<file path="src/rtl/counter_arb.sv">
// -----------------------------------------------------------------------------
// counter_arb
// Two SIZE-bit counters updated through one shared adder. Two requesters take
// turns through a round-robin arbiter. Each transaction takes three cycles:
// IDLE samples req -> ADD writes the counter -> ACK pulses ack for one cycle.
//
// Configuration macro: COUNTER_ARB_SAT_EN
//   undefined : counter updates and sum wrap modulo 2^SIZE
//   defined   : counter updates and sum saturate at 2^SIZE-1
//   The port list is the same in both builds.
//
// Ports
//   clk   in   1     clock, rising edge
//   rst   in   1     asynchronous active-high reset
//   clr   in   1     synchronous clear of both counters (wins over an ADD write)
//   req   in   2     update request, bit i = requester i
//   inc0  in   SIZE  increment for requester 0
//   inc1  in   SIZE  increment for requester 1
//   ack   out  2     one-hot completion pulse (high in ACK only)
//   busy  out  1     high whenever the FSM is not in IDLE
//   cnt0  out  SIZE  counter 0
//   cnt1  out  SIZE  counter 1
//   sum   out  SIZE  cnt0 + cnt1 (combinational, separate adder)
// -----------------------------------------------------------------------------
module counter_arb #(
  parameter int SIZE = 10
) (
  input  logic            clk,
  input  logic            rst,
  input  logic            clr,
  input  logic [1:0]      req,
  input  logic [SIZE-1:0] inc0,
  input  logic [SIZE-1:0] inc1,
  output logic [1:0]      ack,
  output logic            busy,
  output logic [SIZE-1:0] cnt0,
  output logic [SIZE-1:0] cnt1,
  output logic [SIZE-1:0] sum
);

  typedef enum logic [1:0] {
    IDLE = 2'd0,
    ADD  = 2'd1,
    ACK  = 2'd2
  } state_t;

  state_t                 state_reg;
  logic                   ptr_reg;     // preferred requester on contention
  logic                   idx_reg;     // requester of the in-flight transaction
  logic [SIZE-1:0]        inc_reg;     // increment latched at the request edge
  logic [1:0]             ack_reg;
  logic                   busy_reg;
  logic [1:0][SIZE-1:0]   cnt_reg;
  logic [1:0][SIZE-1:0]   cnt_next;

  logic                   win_next;
  logic [SIZE-1:0]        add_a;
  logic [SIZE-1:0]        add_result;

  // Round-robin winner: a lone requester always wins, a tie goes to ptr_reg.
  always_comb begin
    win_next = ptr_reg;
    case (req)
      2'b01:   win_next = 1'b0;
      2'b10:   win_next = 1'b1;
      default: win_next = ptr_reg;
    endcase
  end

  // The single shared update adder: operand A is muxed by the latched index.
  assign add_a = idx_reg ? cnt_reg[1] : cnt_reg[0];

`ifdef COUNTER_ARB_SAT_EN
  logic [SIZE:0] add_full;
  logic [SIZE:0] sum_full;

  assign add_full   = {1'b0, add_a} + {1'b0, inc_reg};
  assign add_result = add_full[SIZE] ? {SIZE{1'b1}} : add_full[SIZE-1:0];

  assign sum_full   = {1'b0, cnt_reg[0]} + {1'b0, cnt_reg[1]};
  assign sum        = sum_full[SIZE] ? {SIZE{1'b1}} : sum_full[SIZE-1:0];
`else
  assign add_result = add_a + inc_reg;
  assign sum        = cnt_reg[0] + cnt_reg[1];
`endif

  // Next value for each counter. clr has priority over the ADD-state write.
  generate
    for (genvar gi = 0; gi < 2; gi++) begin : g_cnt
      always_comb begin
        cnt_next[gi] = cnt_reg[gi];
        if (clr)
          cnt_next[gi] = '0;
        else if (state_reg == ADD && idx_reg == 1'(gi))
          cnt_next[gi] = add_result;
      end
    end
  endgenerate

  always_ff @(posedge clk or posedge rst) begin
    if (rst) begin
      state_reg <= IDLE;
      ptr_reg   <= 1'b0;
      idx_reg   <= 1'b0;
      inc_reg   <= '0;
      ack_reg   <= 2'b00;
      busy_reg  <= 1'b0;
      cnt_reg   <= '0;
    end else begin
      cnt_reg <= cnt_next;
      case (state_reg)
        IDLE: begin
          if (req != 2'b00) begin
            idx_reg   <= win_next;
            inc_reg   <= win_next ? inc1 : inc0;
            busy_reg  <= 1'b1;
            state_reg <= ADD;
          end
        end
        ADD: begin
          // ack is registered so it is high for exactly the ACK cycle.
          ack_reg   <= idx_reg ? 2'b10 : 2'b01;
          state_reg <= ACK;
        end
        ACK: begin
          ack_reg   <= 2'b00;
          busy_reg  <= 1'b0;
          ptr_reg   <= ~ptr_reg;
          state_reg <= IDLE;
        end
        default: begin
          ack_reg   <= 2'b00;
          busy_reg  <= 1'b0;
          state_reg <= IDLE;
        end
      endcase
    end
  end

  assign ack  = ack_reg;
  assign busy = busy_reg;
  assign cnt0 = cnt_reg[0];
  assign cnt1 = cnt_reg[1];

endmodule
</file>
<file path="config.mk">
export PLATFORM = sky130hd
export DESIGN_NAME = counter_arb
export DESIGN_NICKNAME = d
export VERILOG_FILES = /design/src/rtl/counter_arb.sv
export SDC_FILE = /design/constraint.sdc
export NUM_CORES = 1
export LEC_CHECK = 0
export CAP_MARGIN = 10
export CORE_MARGIN = 2
export CORE_UTILIZATION = 44
export CTS_CLUSTER_SIZE = 8
export DETAILED_ROUTE_END_ITERATION = 10
export GPL_TIMING_DRIVEN = 0
export MAX_ROUTING_LAYER = met4
export PLACE_DENSITY = 0.72
export SYNTH_ARGS = -nofsm -noshare
export SYNTH_HDL_FRONTEND = slang
export SYNTH_SLANG_ARGS = --single-unit
</file>
<file path="constraint.sdc">
create_clock -name clk -period 2.9 [get_ports clk]
set_input_delay 0.58 -clock clk [delete_from_list [all_inputs] [get_ports clk]]
set_output_delay 0.58 -clock clk [all_outputs]
set_load 0.005 [all_outputs]
</file>
==> metrics.md, run 1 <==
| Metric | Value |
|---|---|
| Netlist Area Pre-Place | ~2400 µm² |
| Num rows | 26 |
| Rel. slew slack | approximately 49% |
| Seq pwr share | a little over a quarter |
| Gate power share | between 60% and 70% |
| Vias | 1960 |
| Initial antenna violation count | 0 |
| Total CTS buffers | 5 |
| Buf/Inv on CP | 1 |
| First-pass DRT Iterations | 4 |
| Post-synth ARST share | between 90% and 100% |
| Synth Net Count | 282 |
| Initial core utilization | between 40% and 50% |
| Max Cap Viol | 0 |
| Synthesized flop and latch total | 37 |
| Crit path DAT | 2.37 ns |
| Total Nets Final | 360 |
| Clock slew at reported path FFs | 0.07 ns |
| Antenna viol nets, final | 0 |
| Final worst setup slack | -0.0527 ns |
| CTS Hold Bufs | 0 |
| Synth Area per Inst | ~10 µm² |
| P_sw | roughly 1.5 mW |
| CTS tree | built |
| Synth cell types | 35 |
| Final Util | around 63% |
| CTS sink cnt | 37 |
| Most common cell after layout, fill and taps aside | clkdlybuf4s50_1 |
| DIE WIDTH | between 70 and 80 µm |
| Tot GR Track Use | 19.6% |
| Post-DP HPWL | approximately 4200 µm |
| Max FO, Critical Path | 2 |
| CP peak stage delay | 0.39 ns |
| Layout cell share with drive strength beyond 1 | between 10% and 20% |
| Failing checks | negative setup slack |
| Crit. End Element | output pin |
| PD cells | about 1100 nW/µm² |
| DRC Markers | 0 |
| GP Congestion | 0.785 |
| Die area | about 6000 µm² |
| Fin crit period | 2.95 ns |
| Final wirelength | just over 5000 µm |
| RSZ-0062 raised after global routing | yes |
| Flop-to-flop setup slack | 0.28 ns |
| CP top delay family | compound AO/OA/AOI/OAI gates |
| # port buffers | 56 |
| Data required time of the worst path | approximately 2.3 ns |
| Reg2reg path depth | 9 |
| Slew @ Worst Pin | 0.769 ns |
| Grt ovf | 0 |
| Reg-to-reg critical path startpoint | idx_reg |
| Top cell type's share of synthesized area | between 30% and 40% |
| Primary FF master, synth | dfrtp_1 |
| Critical path's slowest cell | dfrtp_1 |
| Critical path type | register to output pin |
| Cells after synthesis | 235 |
| Number of vias per cell | between 5 and 6 |
| Fill count | approximately 460 |
| Critical path, cell by cell | ha_2, fa_2, a21o_1, a21oi_2, nor2_1, a211oi_2, a21oi_1, xor2_1, buf_2 |
| Clock root buffer | clkbuf_8 |
| Status | finished, violations left |
| Clk_lat worst skew | 0.29 ns |
| Post-Route Setup TNS | -0.0527 ns |
| First-pass GRT wire length | approximately 9100 µm |
| Lkg Pwr | 1.59 nW |
| Vias in the first global route | about 2000 |
| Largest net degree at the start of global routing | 20 |
| Cell count along the critical path | 9 |
| Top cells by area, synth | dfrtp_1 39%, ha_1 11%, mux2i_1 7.2% |
| Int Pwr | 2.19 mW |
| N_diodes | 0 |
| Worst-case clock buffer depth | 2 |
| Worst setup startpoint | cnt0[0] |
| CP startpoint kind | register |
| Routed wire per std cell | ~14 µm |
| CP Capture Point | sum[8] |
| Worst R2R End | cnt0[8] |
| Final hold slack | 0.487 ns |
| Iteration-0 DRC Markers | a little over 90 |
| Final hold vios | 0 |
| Peak supply drop | about 0.44 mV |
| Syn-to-layout area delta | 37.9% |
| Commonest cells after routing, fill and taps aside | 50 x clkdlybuf4s50_1, 35 x dfrtp_1, 25 x nor2_1, 23 x a21oi_1, 18 x ha_1 |
| Max Slew Vio Count | 0 |
| Hold WC Path Type | register to register |
| Number of H-tree levels | 2 |
| # IOs | 58 |
| Die H | a little under 80 µm |
| Leading area contributor after synthesis | dfrtp_1 |
| Core Box Area | just over 5000 µm² |
| Net Sw Frac | between 40 and 50% |
| Clock power share | approximately a tenth |
| EDFF count, synth | 0 |
| Worst clock skew | between 0.01 and 0.015 ns |
| Crit share post-route | 102% |
| Setup Viol. Count Final | 1 |
| Number of synthesis warnings | 0 |
| Fmax | approximately 340 MHz |
| Sequential area share after synthesis | between 30% and 40% |
==> cell type report <==
type	count	area, µm²	area share [%]
plain buffers	8	37.5	1.15
repair buffers	71	674	20.7
inverters	9	33.8	1.04
clock buffers	7	86.3	2.65
multi-input cells	181	1420	43.4
flip-flops and latches	37	928	28.5
well taps	70	87.6	2.68
==> cell usage after synthesis (2+ instances only) <==
cell and number:
a211oi_1 3, a21o_1 14, a21oi_1 25, a22o_1 6, a31oi_1 3, and2_1 3
buf_2 2, clkbuf_1 4, dfrtp_1 37, fa_1 2, ha_1 20, inv_1 9
mux2_2 10, mux2i_1 17, nand2_1 12, nand2b_1 2, nand3_1 3, nand4b_1 2
nor2_1 25, nor2_2 2, nor2b_1 2, o21ai_0 2, o21ai_1 2, o31ai_1 2
xnor2_1 11, xor2_1 6
==> worst min-delay path by stage <==
stage | to | cells past startpoint | slack (ns) | start
2_1_floorplan | ptr_reg | 1 | 0.44 | ptr_reg
3_3_place_gp | busy | 1 | 0.46 | busy
3_5_place_dp | busy | 1 | 0.47 | busy
4_1_cts | busy | 1 | 0.49 | busy
5_1_grt | ptr_reg | 1 | 0.52 | ptr_reg
6_report | busy | 1 | 0.49 | busy
==> worst reg2reg max path, cell delays in order, from the launching register on <==
cell and delay, ns:
dfrtp_1 0.41, clkbuf_2 0.31, mux2_2 0.38, ha_1 0.33, a21o_1 0.21, a21o_1 0.20
a21o_1 0.15, a31oi_1 0.20, xnor2_1 0.12, a22o_1 0.20
==> metrics by stage <==
step	instance area (µm²)	setup WS [ns]	std cells	power [mW]
finish	3260	-0.0527	383	3.67
global route	3260	-0.158	383	4.00
CTS	3230	-0.0567	379	3.67
detailed placement	3040	-0.393	362	3.28
global placement	3010	-0.377	361	3.19
floorplan	2370	0.318	235	2.41
==> power by group through the flow <==
stage	Clock (mW)	Combinational [mW]	Sequential (mW)
after floorplan	0	1.47	0.941
after global placement	0	2.21	0.977
after detailed placement	0	2.29	0.990
after CTS	0.363	2.34	0.968
after global routing	0.387	2.60	1.01
final	0.354	2.34	0.970
==> per-layer routing <==
metal	global-route usage, %	part of all wire, %	up-vias
met5	-	0	-
met2	34.3	50	55
met3	3.49	4.2	7
li1	-	-	996
met1	23.2	44	902
met4	5.71	1.0	0
==> cells by family (layout without fill, tap and decap cells) <==
group | Yosys count | in the layout | share of synthesized area (%)
adder cells (fa/ha/maj) | 22 | 22 | 12.3
flip-flops | 37 | 37 | 39.1
AND/OR/NAND/NOR | 55 | 55 | 10.9
multiplexers | 27 | 27 | 12.0
AO/OA/AOI/OAI | 60 | 60 | 16.4
XOR/XNOR | 17 | 17 | 6.29
buffers and inverters | 17 | 95 | 2.96
==> what timing repair did <==
item,in CTS,in global routing
buffers inserted,10,5
pin swaps,9,15
gates resized for setup,17,12
setup endpoints to repair,6,12
(Power assumes the default switching activity.)
==> run 2, diff against run 1 <==
--- a/config.mk
+++ b/config.mk
@@ -5,7 +5,7 @@
 export SDC_FILE = /design/constraint.sdc
 export NUM_CORES = 1
 export LEC_CHECK = 0
-export CAP_MARGIN = 10
+export CAP_MARGIN = 5
 export CORE_MARGIN = 2
 export CORE_UTILIZATION = 44
 export CTS_CLUSTER_SIZE = 8
==> results of run 2 <==
Same layout as run 1: the final DEF is identical, and so are final timing and power.
==> run 3, diff against run 2 <==
--- a/config.mk
+++ b/config.mk
@@ -10,8 +10,8 @@
 export CORE_UTILIZATION = 44
 export CTS_CLUSTER_SIZE = 8
 export DETAILED_ROUTE_END_ITERATION = 10
+export GPL_ROUTABILITY_DRIVEN = 0
 export GPL_TIMING_DRIVEN = 0
-export MAX_ROUTING_LAYER = met4
 export PLACE_DENSITY = 0.72
 export SYNTH_ARGS = -nofsm -noshare
 export SYNTH_HDL_FRONTEND = slang
==> run 3 against run 2 <==
  * The flow still finishes with violations (negative setup slack)
  * Design area did not move
  * Sequential share of layout area unchanged
  * Register-to-register slack is essentially flat
  * Maximum frequency shrank 0.22%
  * Sequential power barely moved
  * First-iteration DRC count shrank 12%
  * Clock power hardly changed
  * Cell count is the same
  * Critical endpoint unchanged
==> metrics.md, run 3 (synthesized netlist as in run 1, its figures left out) <==
| Metric | Value |
|---|---|
| Reg-to-reg critical path startpoint | idx_reg |
| Buf/Inv on CP | 1 |
| Lkg Pwr | 1.59 nW |
| N_diodes | 0 |
| Total Nets Final | between 300 and 400 |
| Placement Setup Slack | -0.393 ns |
| Layout cell share with drive strength beyond 1 | between 10% and 20% |
| Worst setup startpoint | cnt0[0] |
| Failing checks | negative setup slack |
| Grt ovf | 0 |
| Final hold vios | 0 |
| Max Cap Viol | 0 |
| Clock root buffer | clkbuf_8 |
| First-pass DRT Iterations | 4 |
| Fill count | approximately 460 |
| First-pass GRT wire length | just over 9000 µm |
| Area occupied by multi-input gates | around 1400 µm² |
| Worst clock skew | between 0.01 and 0.015 ns |
| Status | finished, violations left |
| Hold path startpoint | ptr_reg |
| Critical path type | register to output pin |
| Core Box Area | between 5000 and 6000 µm² |
| Clk_lat worst skew | a little under 0.3 ns |
| Most common cell after layout, fill and taps aside | clkdlybuf4s50_1 |
| Num rows | 26 |
| Antenna viol nets, final | 0 |
| CP top delay family | compound AO/OA/AOI/OAI gates |
| Sequential Area | just over 900 µm² |
| Final Util | a little under two thirds |
| Tot GR Track Use | between 10% and 20% |
| RSZ-0062 raised after global routing | yes |
| Commonest cells after routing, fill and taps aside | 50 x clkdlybuf4s50_1, 35 x dfrtp_1, 25 x nor2_1, 23 x a21oi_1, 18 x ha_1 |
| Number of vias per cell | 5.16 |
| Fin crit period | approximately 3 ns |
| # port buffers | 56 |
| Final wirelength | around 5200 µm |
| Hold WC Path Type | register to register |
| Post-DP HPWL | roughly 4200 µm |
| Critical path's slowest cell | dfrtp_1 |
| Crit path DAT | between 2 and 2.5 ns |
| # IOs | 58 |
| Slew @ Worst Pin | 0.768 ns |
| CP startpoint kind | register |
| Number of H-tree levels | 2 |
| Die area | roughly 6000 µm² |
| CTS sink cnt | 37 |
| Largest net degree at the start of global routing | 20 |
| DIE WIDTH | 77.3 µm |
| Rel. slew slack | between 40% and 50% |
| Worst-case clock buffer depth | 2 |
| Data required time of the worst path | 2.32 ns |
| DRC Markers | 0 |
| Initial antenna violation count | 0 |
| Initial core utilization | between 40% and 50% |
| PD cells | ~1100 nW/µm² |
| Fmax | 338 MHz |
| Critical path, cell by cell | ha_2, fa_2, a21o_1, a21oi_2, nor2_1, a211oi_2, a21oi_1, xor2_1, buf_2 |
| CTS tree | built |
| Crit share post-route | 102% |
| Total CTS buffers | 5 |
| Syn-to-layout area delta | 37.9% |
| Vias in the first global route | 2000 |
| CP peak stage delay | 0.40 ns |
| Iteration-0 DRC Markers | around 80 |
| Peak supply drop | around 0.44 mV |
| Routed wire per std cell | roughly 14 µm |
| Setup Viol. Count Final | 1 |
| Crit. End Element | output pin |
| Clock slew at reported path FFs | roughly 0.08 ns |
| Die H | about 77 µm |
| Vias | between 1500 and 2000 |
| Max Slew Vio Count | 0 |
| Final worst setup slack | -0.0591 ns |
| Max FO, Critical Path | 2 |
| CTS Hold Bufs | 0 |
[run 3: area by class of cell]
cell class                      count  share of cell area, %
Clock buffer                        7                   2.65
Sequential cell                    37                   28.5
Tap cell                           70                   2.68
Timing Repair Buffer               71                   20.7
Inverter                            9                   1.04
Buffer                              8                   1.15
Multi-Input combinational cell    181                   43.4
[run 3: through the flow]
stage	cells	TNS (ns)	hold slack, ns	power [mW]	area (µm²)
6_report	383	-0.0591	0.488	3.67	3260
5_1_grt	383	-0.327	0.517	4.00	3260
4_1_cts	379	-0.0933	0.486	3.67	3230
3_5_place_dp	362	-1.08	0.469	3.28	3040
3_3_place_gp	361	-0.977	0.459	3.19	3010
2_1_floorplan	235	0	0.445	2.41	2370
[run 3: power breakdown]
group | total (mW) | switching, mW | internal (mW)
Sequential | 0.972 | 0.223 | 0.749
Clock | 0.357 | 0.168 | 0.188
Combinational | 2.34 | 1.09 | 1.25
Total | 3.67 | 1.48 | 2.19
[run 3: worst paths after layout]
kind	endpoint	slack, ns	depth (start not counted)
max	sum[8]	-0.06	9
min in group asynchronous	cnt0[0]	0.72	2
min	ptr_reg	0.49	1
max reg2reg	cnt0[8]	0.28	9
min reg2reg	ptr_reg	0.49	1
max in group asynchronous	cnt1[9]	1.62	3
[run 3: repair_timing]
item                       4_1_cts  5_1_grt
resized for setup               17       12
gates cloned                     0        0
setup buffers                   10        5
pin swaps                        9       15
setup endpoints to repair        6       12
[run 3: metal layers]
metal | routed length [µm] | vias to the layer above | GRT usage (%)
li1 | - | 1000 | -
met1 | 2290 | 907 | 23.1
met2 | 2620 | 61 | 34.2
met3 | 237 | 7 | 3.72
met4 | 52 | 0 | 5.71
met5 | 0 | - | 0
